===== config.mk =====
export PLATFORM = sky130hd
export DESIGN_NAME = boot_sequencer
export DESIGN_NICKNAME = d
export VERILOG_FILES = /design/src/rtl/boot_sequencer_pkg.sv /design/src/rtl/boot_sequencer_sync2.sv /design/src/rtl/boot_sequencer.sv
export SDC_FILE = /design/constraint.sdc
export NUM_CORES = 1
export LEC_CHECK = 0
export CORE_UTILIZATION = 45
export CTS_CLUSTER_SIZE = 10
export DETAILED_ROUTE_END_ITERATION = 7
export PLACE_DENSITY_LB_ADDON = 0.15
export SYNTH_ARGS = -nofsm -noshare
export SYNTH_HDL_FRONTEND = slang
export SYNTH_SLANG_ARGS = --single-unit

===== constraint.sdc =====
create_clock -name clk_in -period 2.4 [get_ports clk_in]
set_input_delay 0.36 -clock clk_in [delete_from_list [all_inputs] [get_ports clk_in]]
set_output_delay 0.36 -clock clk_in [all_outputs]
set_load 0.01 [all_outputs]

===== src/rtl/boot_sequencer_pkg.sv =====
// ============================================================================
// Module : pwrctr_pkg
// Brief  : Shared types and constants for the DSP power/boot sequencer.
// Rev    : 1.0  initial release
// ============================================================================
`default_nettype none

package pwrctr_pkg;

  // Sequencer states
  typedef enum logic [2:0] {
    OFF      = 3'd0,
    PWR_WAIT = 3'd1,
    RST_HOLD = 3'd2,
    BOOT     = 3'd3,
    RUN      = 3'd4,
    PROG     = 3'd5,
    FAULT    = 3'd6
  } state_t;

  // EEPROM SPI bus owner
  typedef enum logic [1:0] {
    OWN_NONE = 2'd0,
    OWN_DSP  = 2'd1,
    OWN_PROG = 2'd2
  } owner_t;

  // Boot-mode strap for SPI EEPROM boot
  localparam logic [3:0] BOOTCFG_DEFAULT = 4'b1001;

  // Largest of three timing parameters, used to size the state counter
  function automatic int max3(input int a, input int b, input int c);
    int m;
    m = (a > b) ? a : b;
    return (m > c) ? m : c;
  endfunction

endpackage

`default_nettype wire


===== src/rtl/boot_sequencer_sync2.sv =====
// ============================================================================
// Module : sync2
// Brief  : Two-flop synchronizer for one asynchronous input bit.
// Rev    : 1.0  initial release
// ============================================================================
`default_nettype none

module sync2 #(
  parameter logic RESET_VAL = 1'b0
) (
  input  logic clk_in,
  input  logic rst,
  input  logic d,
  output logic q
);

  logic meta;

  // Two-stage resampling into the clk_in domain
  always_ff @(posedge clk_in) begin
    if (rst) begin
      meta <= RESET_VAL;
      q    <= RESET_VAL;
    end else begin
      meta <= d;
      q    <= meta;
    end
  end

endmodule

`default_nettype wire


===== src/rtl/boot_sequencer.sv =====
// ============================================================================
// Module : boot_sequencer
// Brief  : Supply enable, reset/strap sequencing and EEPROM SPI arbitration
//          for a DSP booting from SPI EEPROM; traps supply and boot faults.
// Rev    : 1.0  initial release
// ============================================================================
`default_nettype none

module boot_sequencer
  import pwrctr_pkg::*;
#(
  parameter int         PWR_SETTLE_CYC   = 1000,
  parameter int         RST_HOLD_CYC     = 256,
  parameter int         BOOT_TIMEOUT_CYC = 1000000,
  parameter logic [3:0] BOOTCFG          = BOOTCFG_DEFAULT
) (
  input  logic       clk_in,
  input  logic       rst,
  input  logic       pwr_good,
  input  logic       dsp_boot_done,
  input  logic       prog_req,
  output logic       pwr_en,
  output logic       dsp_rst_n,
  output logic [3:0] bootcfg,
  output logic       prog_gnt,
  output logic       fault,
  input  logic       sclk,
  input  logic       mosi,
  input  logic       cs,
  output logic       miso,
  input  logic       prog_sclk,
  input  logic       prog_mosi,
  input  logic       prog_cs,
  output logic       prog_miso,
  output logic       eeprom_sclk,
  output logic       eeprom_mosi,
  output logic       eeprom_mem_cs,
  input  logic       eeprom_miso
);

  localparam int CNT_W = $clog2(max3(PWR_SETTLE_CYC, RST_HOLD_CYC, BOOT_TIMEOUT_CYC)) + 1;

  localparam logic [CNT_W-1:0] PWR_LAST  = CNT_W'(PWR_SETTLE_CYC - 1);
  localparam logic [CNT_W-1:0] RST_LAST  = CNT_W'(RST_HOLD_CYC - 1);
  localparam logic [CNT_W-1:0] BOOT_LAST = CNT_W'(BOOT_TIMEOUT_CYC - 1);

  // Synchronized control inputs; SPI chip selects idle high out of reset
  logic pwr_good_s, boot_done_s, prog_req_s, cs_s, prog_cs_s;

  sync2 #(.RESET_VAL(1'b0)) u_sync_pg   (.clk_in(clk_in), .rst(rst), .d(pwr_good),      .q(pwr_good_s));
  sync2 #(.RESET_VAL(1'b0)) u_sync_done (.clk_in(clk_in), .rst(rst), .d(dsp_boot_done), .q(boot_done_s));
  sync2 #(.RESET_VAL(1'b0)) u_sync_req  (.clk_in(clk_in), .rst(rst), .d(prog_req),      .q(prog_req_s));
  sync2 #(.RESET_VAL(1'b1)) u_sync_cs   (.clk_in(clk_in), .rst(rst), .d(cs),            .q(cs_s));
  sync2 #(.RESET_VAL(1'b1)) u_sync_pcs  (.clk_in(clk_in), .rst(rst), .d(prog_cs),       .q(prog_cs_s));

  state_t           state, state_next;
  owner_t           owner, owner_next;
  logic [CNT_W-1:0] count;
  logic             pwr_en_next, dsp_rst_n_next, prog_gnt_next, fault_next;

  // Next-state selection plus decode of the registered outputs from it
  always_comb begin
    state_next = state;
    unique case (state)
      OFF:      state_next = PWR_WAIT;
      PWR_WAIT: if (count == PWR_LAST) state_next = pwr_good_s ? RST_HOLD : FAULT;
      RST_HOLD: if (count == RST_LAST) state_next = BOOT;
      BOOT: begin
        if (boot_done_s)              state_next = RUN;
        else if (count == BOOT_LAST)  state_next = FAULT;
      end
      RUN:      if (prog_req_s && cs_s)       state_next = PROG;
      PROG:     if (!prog_req_s && prog_cs_s) state_next = RST_HOLD;
      FAULT:    state_next = FAULT;
      default:  state_next = OFF;
    endcase

    // Loss of the rail overrides any other move once the DSP is powered
    if (!pwr_good_s && (state == RST_HOLD || state == BOOT || state == RUN || state == PROG))
      state_next = FAULT;

    pwr_en_next    = (state_next != OFF) && (state_next != FAULT);
    dsp_rst_n_next = (state_next == BOOT) || (state_next == RUN);
    prog_gnt_next  = (state_next == PROG);
    fault_next     = (state_next == FAULT);

    unique case (state_next)
      BOOT, RUN: owner_next = OWN_DSP;
      PROG:      owner_next = OWN_PROG;
      default:   owner_next = OWN_NONE;
    endcase
  end

  // State, counter, owner and output registers; counter restarts on every state change
  always_ff @(posedge clk_in) begin
    if (rst) begin
      state     <= OFF;
      count     <= '0;
      owner     <= OWN_NONE;
      pwr_en    <= 1'b0;
      dsp_rst_n <= 1'b0;
      prog_gnt  <= 1'b0;
      fault     <= 1'b0;
    end else begin
      state     <= state_next;
      count     <= (state_next != state) ? '0 : count + CNT_W'(1);
      owner     <= owner_next;
      pwr_en    <= pwr_en_next;
      dsp_rst_n <= dsp_rst_n_next;
      prog_gnt  <= prog_gnt_next;
      fault     <= fault_next;
    end
  end

  assign bootcfg = BOOTCFG;

  // SPI mux from the owner register and raw pins; reset parks the bus at once
  always_comb begin
    eeprom_sclk   = 1'b0;
    eeprom_mosi   = 1'b0;
    eeprom_mem_cs = 1'b1;
    miso          = 1'b0;
    prog_miso     = 1'b0;
    if (!rst) begin
      unique case (owner)
        OWN_DSP: begin
          eeprom_sclk   = sclk;
          eeprom_mosi   = mosi;
          eeprom_mem_cs = cs;
          miso          = eeprom_miso;
        end
        OWN_PROG: begin
          eeprom_sclk   = prog_sclk;
          eeprom_mosi   = prog_mosi;
          eeprom_mem_cs = prog_cs;
          prog_miso     = eeprom_miso;
        end
        default: ;
      endcase
    end
  end

endmodule

`default_nettype wire


Word-level counts from Yosys, hierarchy flattened. Cells that the tools add are included.

Output and inout port bits: 13. Word-level logic and storage cells: 69. Flip-flop bits (word level): 40. Input bits: 12.

Muxes and demuxes: 20. Equal/unequal tests: 17. Add/sub/neg operators: 1. Reductions and logical operators: 14.

Operator list (count): two-way mux 3 bit (8); adder 21 x 1 -> 21 bit, second input constant (1); equality test 21 x 10 -> 1 bit, second input constant (1); equality test 21 x 20 -> 1 bit, second input constant (1); equality test 21 x 8 -> 1 bit, second input constant (1); case mux 3 bit (7 select lines) (1); equality test 3 bit, second input constant (6); equality test 3 x 2 -> 1 bit, second input constant (3); two-way mux 1 bit (7); case mux 1 bit (2 select lines) (3); logical AND 1 bit (4); logical OR 1 bit (4); case mux 2 bit (2 select lines) (1); OR reduction 2 bit (2); equality test 3 x 1 -> 1 bit, second input constant (1); logical NOT 3 bit (1); inequality test 3 bit (1); inequality test 3 bit, second input constant (1); nonzero test 3 bit (1); equality test 2 x 1 -> 1 bit, second input constant (1); equality test 2 bit, second input constant (1); logical NOT 1 bit (2).

Depth between registers and ports, before layout.
Depth in word-level cells: 9. Gate-level depth with buffers: 8.

Cells and area by module. From an unflattened synthesis, not the netlist that was laid out.

Cells, all modules: 220. Area, all modules: 1929.4 µm².

By module, submodules not included: boot_sequencer (area each 1666.6 µm², cells an instance 200, times used 1, seq. area each 600.6 µm²); sync2 (area each 52.6 µm², cells an instance 4, times used 5, seq. area each 40.0 µm²).

Worst setup path before layout. OpenSTA, ideal clock, no wires.

Kind: reg-to-reg. From: register count[0]. To: register count[14]. Arrival: 2.067 ns. Cell stages (with the launch flop): 9. Setup slack: 0.218 ns. Setup time: 0.115 ns. Cells stage by stage: dfxtp_1 ha_1 nand3_2 or4_1 or3_1 and4b_1 o2111ai_2 buf_4 nor2_1.

Longest elaborated chain between the ends: 7. Elaborated cells between the ends (all ways): 12.

Ends and longest elaborated chain: start: declaration (line boot_sequencer.sv:58) `logic [CNT_W-1:0] count;`; start signal: assignment (line boot_sequencer.sv:106) `count <= (state_next != state) ? '0 : count + CNT_W'(1);`; equality test 21 x 20 -> 1 bit (line boot_sequencer.sv:70) `else if (count == BOOT_LAST) state_next = FAULT;`; two-way mux 3 bit (line boot_sequencer.sv:70); two-way mux 3 bit (line boot_sequencer.sv:69) `if (boot_done_s) state_next = RUN;`; case mux 3 bit (7 select lines) (line boot_sequencer.sv:64) `unique case (state)`; two-way mux 3 bit (line boot_sequencer.sv:79) `if (!pwr_good_s && (state == RST_HOLD || state == BOOT || state == RUN || state == PROG))`; inequality test 3 bit (line boot_sequencer.sv:106); OR reduction 2 bit (no line).

Several ways; a longest one is shown, not always the timed one. A chain may end at the register's enable or synchronous reset.

Worst setup path after layout.
From: register count[0]. To: register count[2].

The elaborated chain is that of the path after synthesis.

==> results_dict.tcl <==
set metrics [dict create \
    outcome "completed" \
    ant_nets 0 \
    track_usage 0.180 \
    grt_pass1_wl_mm 6.13 \
    postSynthAreaPerCell_um2 8.83 \
    critPathTopFamily "simple AND/OR/NAND/NOR gates" \
    drt-total-wl_mm 3.72 \
    cap_violations 0 \
    fin_crit_ps 2310 \
    cts_buffer_depth 2 \
    postLayoutCellArea_um2 2420 \
    switching_share 0.340 \
    p_switching_uw 720 \
    place_congestion 0.853 \
    grt_overflow_total 0 \
    clk_pin_slew_ps 70 \
    die_h_um 68.1 \
    synth_top_cells_by_count "dfxtp_1 (40), nor2_1 (35), nand2_1 (13)" \
    drt_iter0_markers 56 \
    min_path_cells 1 \
    dp_hpwl_mm 2.72 \
    portBuffers 20 \
    required_ps 2580 \
    avgViaCountPerCell 5.20 \
    row_count 23 \
    cts_tree "built" \
    grt_pass1_vias 1468 \
    synth.largest_area_cell "dfxtp_1" \
    drc_errors 0 \
    slowest_stage "or4b_1" \
    relSlewSlack 0.628 \
    placed_area_um2 2270 \
    yosysWarningCount 0 \
    cts_hold_repair.buffers 0 \
    diodes 0 \
    antenna_found_initial 0 \
    max_freq_ghz 0.432 \
    hp-class "register to register" \
    die_w_um 68.1 \
    dr_total_vias 1580 \
    finalPower_uw 2120 \
    ys_types 50 \
    slowest_delay_ps 480 \
    fp.dieArea_um2 4640 \
    worstSetupPathType "register to register" \
    leakage_uw 0.000859 \
    async_flop_share 0 \
    synth_edf_count 0 \
    internal-power_uw 1400 \
    ir_drop_uv 403 \
    ys.flop_type "dfxtp_1" \
    grt_max_degree 22 \
    dp.cells 295 \
    synth_top_area_share 0.407 \
    clock-root-buffer "clkbuf_8" \
    worstSetupEndpointType "register" \
    cts_sinks 40 \
    finalCritPeriodShare 0.964 \
    cp_max_fo 10 \
    tns_ps 0 \
    ys_seq_area_frac 0.407 \
    area_growth_pct 23.2 \
    rr_worst_depth 7 \
    drive_gt1_frac 0.177 \
    drv_slew 0 \
    seq_power_share 0.385 \
    worst_pin_slew_ps 554 \
    syn_area_um2 1970 \
    initial_core_util 0.482 \
    clock_latency_ps 290 \
    crit_cells 7 \
    cts_htree_levels 2 \
    setup_viol 0 \
    core_area_um2 4090 \
    path_buf_inv 1 \
    cts-buffers-inserted 5 \
    post_cts_buffers 0 \
    postSynthCellCount 223 \
    synth.area.top_cells "dfxtp_1 (41%), nor2_1 (6.7%), xor2_1 (4.9%), xnor2_1 (3.6%), nand2_1 (2.5%)" \
    power_density_nw_per_um2 874 \
    crit_chain "ha_2 -> or4b_1 -> nor4_2 -> o311ai_1 -> o2111ai_2 -> clkbuf_16 -> nor2_1" \
    combPwrFrac 0.403 \
    stdcell_count 304 \
    final_nets 268 \
    drt_pass1_iterations 5 \
    arrival_ps 2500 \
    skew_ps 4.92 \
    ys_ff_latch 40 \
    synth_most_common_cell "dfxtp_1" \
    cp-start-kind "register" \
    ios 25 \
    finalHoldViolations 0 \
    clockPowerShare 0.212 \
    wl_per_cell_um 12.2 \
]
[layer usage]
metal	up-vias	track usage	wire length, um
met4	0	0.0781	66
met5	-	0	0
li1	827	-	-
met2	28	0.298	1680
met1	718	0.213	1820
met3	7	0.0533	151
[per-stage QoR]
step,utilization,hold slack [ps],setup WS [ps]
detailed placement,0.555,394,-27.3
global placement,0.555,392,106
global route,0.593,432,-5.88
finish,0.593,410,87.3
floorplan,-,389,218
CTS,0.578,412,61.8
[final timing paths]
path	slack, ps	end	start
worst max register to register	90	count[2]$_SDFF_PP0_	count[0]$_SDFF_PP0_
worst max-delay path	90	count[2]$_SDFF_PP0_	count[0]$_SDFF_PP0_
worst min-delay path	410	u_sync_cs.q$_SDFF_PP1_	u_sync_cs.meta$_SDFF_PP1_
worst min register to register	410	u_sync_cs.q$_SDFF_PP1_	u_sync_cs.meta$_SDFF_PP1_
[sequential cells by signal, summed over array words and instances, names as in the netlist]
name and count:
count 21, dsp_rst_n 1, fault 1, owner 2
prog_gnt 1, pwr_en 1, state 3, u_sync_cs.meta 1
u_sync_cs.q 1, u_sync_done.meta 1, u_sync_done.q 1, u_sync_pcs.meta 1
u_sync_pcs.q 1, u_sync_pg.meta 1, u_sync_pg.q 1, u_sync_req.meta 1
u_sync_req.q 1
[repair_timing]
action / CTS / global route
pin swaps: 0 / 2
hold endpoints to repair: 0 / 0
endpoints found under the setup margin: 2 / 25
cloned: 0 / 1
gates resized for setup: 1 / 9
[cell families (layout without fill, tap and decap cells)]
| logic type | after synthesis | count (layout) | synth area share |
|---|---|---|---|
| multiplexers | 2 | 2 | 0.0114 |
| flip-flops | 40 | 40 | 0.407 |
| XOR/XNOR | 19 | 19 | 0.0846 |
| buffers and inverters | 19 | 48 | 0.0515 |
| other | 2 | 4 | 0.00382 |
| AO/OA/AOI/OAI | 25 | 25 | 0.102 |
| AND/OR/NAND/NOR | 113 | 113 | 0.320 |
| adder cells (fa/ha/maj) | 3 | 3 | 0.0191 |
[layout by cell type (no fill, tap or decap), types with 7 or more instances in the layout]
| master | count |
|---|---|
| buf_4 | 12 |
| clkdlybuf4s50_1 | 20 |
| dfxtp_1 | 39 |
| nand2_1 | 13 |
| nand3_1 | 9 |
| nor2_1 | 34 |
| nor2b_1 | 7 |
| nor3_1 | 7 |
| xnor2_1 | 8 |
| xor2_1 | 11 |
[power groups by stage]
stage	clock, uW	sequential, uW	combinational [uW]
after floorplan	0	798	579
after global placement	0	830	791
after detailed placement	0	828	788
after CTS	468	814	802
after global routing	493	830	946
final	450	816	854
[cell type report]
cell class / count / area, um2
clock buffers: 8 / 90.1
multi-input cells: 166 / 1110
repair buffers: 34 / 335
fillers: 370 / 1660
inverters: 6 / 22.5
flip-flops and latches: 40 / 802
well taps: 50 / 62.6
(Power assumes the default switching activity.)
==> RTL change 1 (same flow settings) <==
The 7 states of `state_t` get a one-hot encoding in 7 bits.
--- a/src/rtl/boot_sequencer_pkg.sv
+++ b/src/rtl/boot_sequencer_pkg.sv
@@ -8,14 +8,14 @@
 package pwrctr_pkg;
 
   // Sequencer states
-  typedef enum logic [2:0] {
-    OFF      = 3'd0,
-    PWR_WAIT = 3'd1,
-    RST_HOLD = 3'd2,
-    BOOT     = 3'd3,
-    RUN      = 3'd4,
-    PROG     = 3'd5,
-    FAULT    = 3'd6
+  typedef enum logic [6:0] {
+    OFF      = 7'b0000001,
+    PWR_WAIT = 7'b0000010,
+    RST_HOLD = 7'b0000100,
+    BOOT     = 7'b0001000,
+    RUN      = 7'b0010000,
+    PROG     = 7'b0100000,
+    FAULT    = 7'b1000000
   } state_t;
 
   // EEPROM SPI bus owner
Function: same outputs for any inputs over 10 cycles, from zero or initial values and one cycle with rst high; not proved beyond that.
==> RTL change 1 against the unedited design <==
Worst setup slack gained 47 ps. Wire length grew 40%. Clock skew grew 3.6 ps. Synthesized cell count grew 23%. Die area grew 25%. Sequential power shrank 9.7%. Power shrank 36%. Final area grew 22%. Synthesized area grew 26%. Combinational power shrank 82%. Sequential cell count grew 3. Largest power group is now sequential cells. Clock power grew 4.7%.
==> RTL change 1: results (changes against the unedited design) <==
- Fill cell count: 488 (was 370)
- H-tree depth: 2 (unchanged)
- Unique masters post-synth: 54 (was 50)
- Worst r2r src: state[2] (was count[0])
- Routability Congestion: 0.827 (was 0.853)
- Worst-path clk slew: 80 ps
- Max frequency: 441 MHz (was 432 MHz)
- Initial antenna violation count: 0 (unchanged)
- Mux cell area share after synthesis: 0 (was 0.0114)
- Complex-gate fraction of the synthesized area: 0.115 (was 0.102)
- Synth Area in Adders: 0.0152 (was 0.0191)
- Antenna cells: 0 (unchanged)
- First-pass GRT wire length: 8850 um (was 6130 um)
- Proportion of synthesized chip area in sequential cells: 0.348 (was 0.407)
- Maximum vdd ir drop: 0.361 mV (was 0.403 mV)
- Number of global-route vias before repair: 1882 (was 1468)
- Leak: 0.921 nW (was 0.859 nW)
- Hold Slack: 420 ps (was 410 ps)
- Nets: 317 (was 268)
- Post-cts sizing count: 0 (was 1)
- Top Registers: count x21, state x7 (was count x21, state x3, owner x2)
- Final Non-Filler Cells: 372 (was 304)
- 1st-iter DRT viols: 142 (was 56)
- Final wirelength: 5190 um (was 3720 um)
- Clock buffer count from CTS: 5 (unchanged)
- XOR/XNOR Fraction of Synth Area: 0.0743 (was 0.0846)
- Storage cell area: 861 sq um (was 802 sq um)
- Net Sw Frac: 0.240 (was 0.340)
- Sequential cells: 43 (was 40)
- Asr flop ratio synth: 0 (unchanged)
- Clk_skew: 8.57 ps (was 4.92 ps)
- Multi-input logic portion of the cell area: 0.508 (was 0.459)
- Post-synth top cells: dfxtp_1 (43), nor2_1 (23), nor4_2 (20) (was dfxtp_1 (40), nor2_1 (35), nand2_1 (13))
- Critical Path AT: 2470 ps (was 2500 ps)
- Hold Path Stages: 1 (unchanged)
- Hpwl dp: 3840 um (was 2720 um)
- Reg2Reg Setup Slack: 130 ps (was 90 ps)
- Invs w/o clock: 12 (was 6)
- Clkbuf count: 6 (was 8)
- Gate Count Post-Synth: 275 (was 223)
- GRT Total Usage: 0.187 (was 0.180)
- R2R depth: 7 (unchanged)
- Layout cell share with drive strength beyond 1: 0.209 (was 0.177)
- Hold Crit Start: u_sync_pcs.meta (was u_sync_cs.meta)
- Yosys synthesis warning count: 0 (unchanged)
- Outcome: completed (unchanged)
- Data buffer area share: 0.124 (was 0.138)
- Clock-cell share: 0.0310 (was 0.0372)
- Number of port buffers: 20 (unchanged)
- Capture point of the worst reg-to-reg path: count[6] (was count[2])
- Hold Crit Endpoint: u_sync_pcs.q (was u_sync_cs.q)
- TritonRoute pass-1 iters: 4 (was 5)
- Synth area leaders: dfxtp_1 (35%), nor4_2 (10%), xnor2_1 (4.6%) (was dfxtp_1 (41%), nor2_1 (6.7%), xor2_1 (4.9%))
- Multi-input comb cells: 203 (was 166)
- Buffers, non-clock: 37 (was 34)
- Worst-Skew Late Latency: 290 ps (about the same)
- Largest net degree at the start of global routing: 22 (unchanged)
- Vias: 2062 (was 1580)
- DP Worst Slack: 117 ps (was -27.3 ps)
- Root Buffer: clkbuf_8 (unchanged)
==> RTL change 1: cell types whose count changed after synthesis, moves of 4 or more <==
cell	delta
nor2_1	-12
nor3_1	+6
nand2_1	+5
inv_1	+6
nor4_2	+20
a21oi_1	+5
xnor2_1	+5
buf_2	+6
nor2b_1	+4
==> RTL change 1: kinds of logic (layout without fill, tap and decap cells) <==
group                    after synthesis  count (layout)
AND/OR/NAND/NOR                      138             138
flip-flops                            43              43
AO/OA/AOI/OAI                         37              37
buffers and inverters                 31              56
XOR/XNOR                              21              21
adder cells (fa/ha/maj)                3               3
other                                  2               4
==> RTL change 1: power groups by stage <==
stage / logic, mW / clock network, mW / registers (mW)
CTS: 0.149 / 0.489 / 0.737
floorplan: 0.0858 / 0 / 0.760
global route: 0.165 / 0.528 / 0.739
detailed placement: 0.148 / 0 / 0.753
finish: 0.152 / 0.471 / 0.737
global placement: 0.149 / 0 / 0.753
==> RTL change 1: how the worst max path moves through the flow <==
stage,depth (start not counted),to,from
after floorplan,8,count[13],count[0]
after global placement,7,count[2],state[2]
after detailed placement,7,count[6],state[2]
after CTS,7,count[6],state[2]
after global routing,8,count[4],state[0]
final,7,count[6],state[2]
==> RTL change 1: per-stage QoR <==
stage	cell area (sq um)	power (mW)
after detailed placement	2820	0.901
after CTS	2910	1.37
after global routing	2950	1.43
after global placement	2820	0.902
final	2950	1.36
after floorplan	2480	0.846
==> RTL change 1: metal layers <==
metal,vias up,track usage,part of all wire
li1,1032,-,-
met4,0,0.0519,0.0091
met2,49,0.266,0.41
met5,-,0,0
met3,7,0.0359,0.044
met1,974,0.283,0.53
==> RTL change 1: critical path, cell delays in order (launching register included) <==
cell and delay, ps:
dfxtp_1 440, nand2b_1 270, nor4b_4 360, o21ai_2 120
a2111oi_4 310, o211ai_2 200, buf_4 220, nor4_2 260
==> RTL change 2 (same flow settings) <==
Made on the original files. Set the parameter `BOOT_TIMEOUT_CYC` to 2000000 (it was 1000000).
--- a/src/rtl/boot_sequencer.sv
+++ b/src/rtl/boot_sequencer.sv
@@ -11,7 +11,7 @@
 #(
   parameter int         PWR_SETTLE_CYC   = 1000,
   parameter int         RST_HOLD_CYC     = 256,
-  parameter int         BOOT_TIMEOUT_CYC = 1000000,
+  parameter int         BOOT_TIMEOUT_CYC = 2000000,
   parameter logic [3:0] BOOTCFG          = BOOTCFG_DEFAULT
 ) (
   input  logic       clk_in,
Function: same outputs for any inputs over 10 cycles, from zero or initial values and one cycle with rst high; that may be too few to reach the edited logic, so the function may still have changed.
==> RTL change 2 against the unedited design <==
Worst setup slack gained 110 ps. Sequential cell count up 1. Cell count fell by 2.3%. Final area shrank 2.9%. Register-to-register slack improved by 230 ps. Synthesized cell count grew 0.90%. Synthesized area grew 3.4%. Wire length increased by 0.75%. Power shrank 10%. Global-route usage is 0.58 points lower. Maximum frequency up 5.2%. First-iteration DRC count increased by 34%. Count of clock-buffer cells in the layout down 3.
==> RTL change 2: results (changes against the unedited design) <==
- XOR/XNOR Fraction of Synth Area: 0.0861 (was 0.0846)
- Hold Slack: 410 ps (about the same)
- Fill cell count: 416 (was 370)
- Complex-gate fraction of the synthesized area: 0.106 (was 0.102)
- Met2 GRT Util: 0.252 (was 0.298)
- Synth area leaders: dfxtp_1 (40%), nor2_1 (6.1%), xor2_1 (4.7%) (was dfxtp_1 (41%), nor2_1 (6.7%), xor2_1 (4.9%))
- Pwr per Cell Area: 810 nW/um^2 (was 874 nW/um^2)
- Mux cell area share after synthesis: 0 (was 0.0114)
- Leak: 0.829 nW (was 0.859 nW)
- Worst Setup EP: prog_miso (was count[2])
- Met2 WL post-DR: 1640 um (was 1680 um)
- CP max stage delay: 590 ps (was 480 ps)
- Vias: 1552 (was 1580)
- Met1 Usage GRT: 0.241 (was 0.213)
- Post-synth top cells: dfxtp_1 (41), nor2_1 (33), nand2_1 (17) (was dfxtp_1 (40), nor2_1 (35), nand2_1 (13))
- Gate Count Post-Synth: 225 (was 223)
- TritonRoute pass-1 iters: 4 (was 5)
- Nets: 260 (was 268)
- Final Non-Filler Cells: 297 (was 304)
- Routability Congestion: 0.869 (was 0.853)
- Top Registers: count x22, state x3, owner x2 (was count x21, state x3, owner x2)
- Critical Path AT: 1840 ps (was 2500 ps)
- Outcome: completed (unchanged)
- Reg2Reg Setup Slack: 320 ps (was 90 ps)
- Crit-path leading delay family: buffers and inverters (was simple AND/OR/NAND/NOR gates)
- Unique masters post-synth: 53 (was 50)
- Capture point of the worst reg-to-reg path: owner[0] (was count[2])
- Met1 WL: 1920 um (was 1820 um)
- Seq power: 0.821 mW (was 0.816 mW)
- GRT Total Usage: 0.174 (was 0.180)
- Layout cell share with drive strength beyond 1: 0.131 (was 0.177)
- Post-DP Area: 2250 sq um (was 2270 sq um)
- Met3 Use GR: 0.0451 (was 0.0533)
- First-pass GRT wire length: 6650 um (was 6130 um)
RTL change 2: cell count changes in the layout (fill, tap and decap cells not counted), sizes merged, moves of 3 or more:
| cell | change |
|---|---|
| buf | -9 |
| clkbuf | -4 |
| inv | +4 |
| nand2 | +4 |
| and4 | +3 |
| nand2b | -3 |
| or4 | -3 |
| or4b | -3 |
RTL change 2: layout make-up:
class                           count  area, sq um  area share
Sequential cell                    41          821       0.349
Inverter                           10         37.5      0.0159
Clock buffer                        5         68.8      0.0292
Timing Repair Buffer               24          230      0.0978
Multi-Input combinational cell    163         1100       0.466
Tap cell                           52         65.1      0.0276
Clock inverter                      2         35.0      0.0149
RTL change 2: cells by family after synthesis:
| kind of cell | count (synthesis) |
|---|---|
| buffers and inverters | 23 |
| XOR/XNOR | 20 |
| other | 2 |
| adder cells (fa/ha/maj) | 3 |
| AO/OA/AOI/OAI | 25 |
| AND/OR/NAND/NOR | 111 |
| flip-flops | 41 |
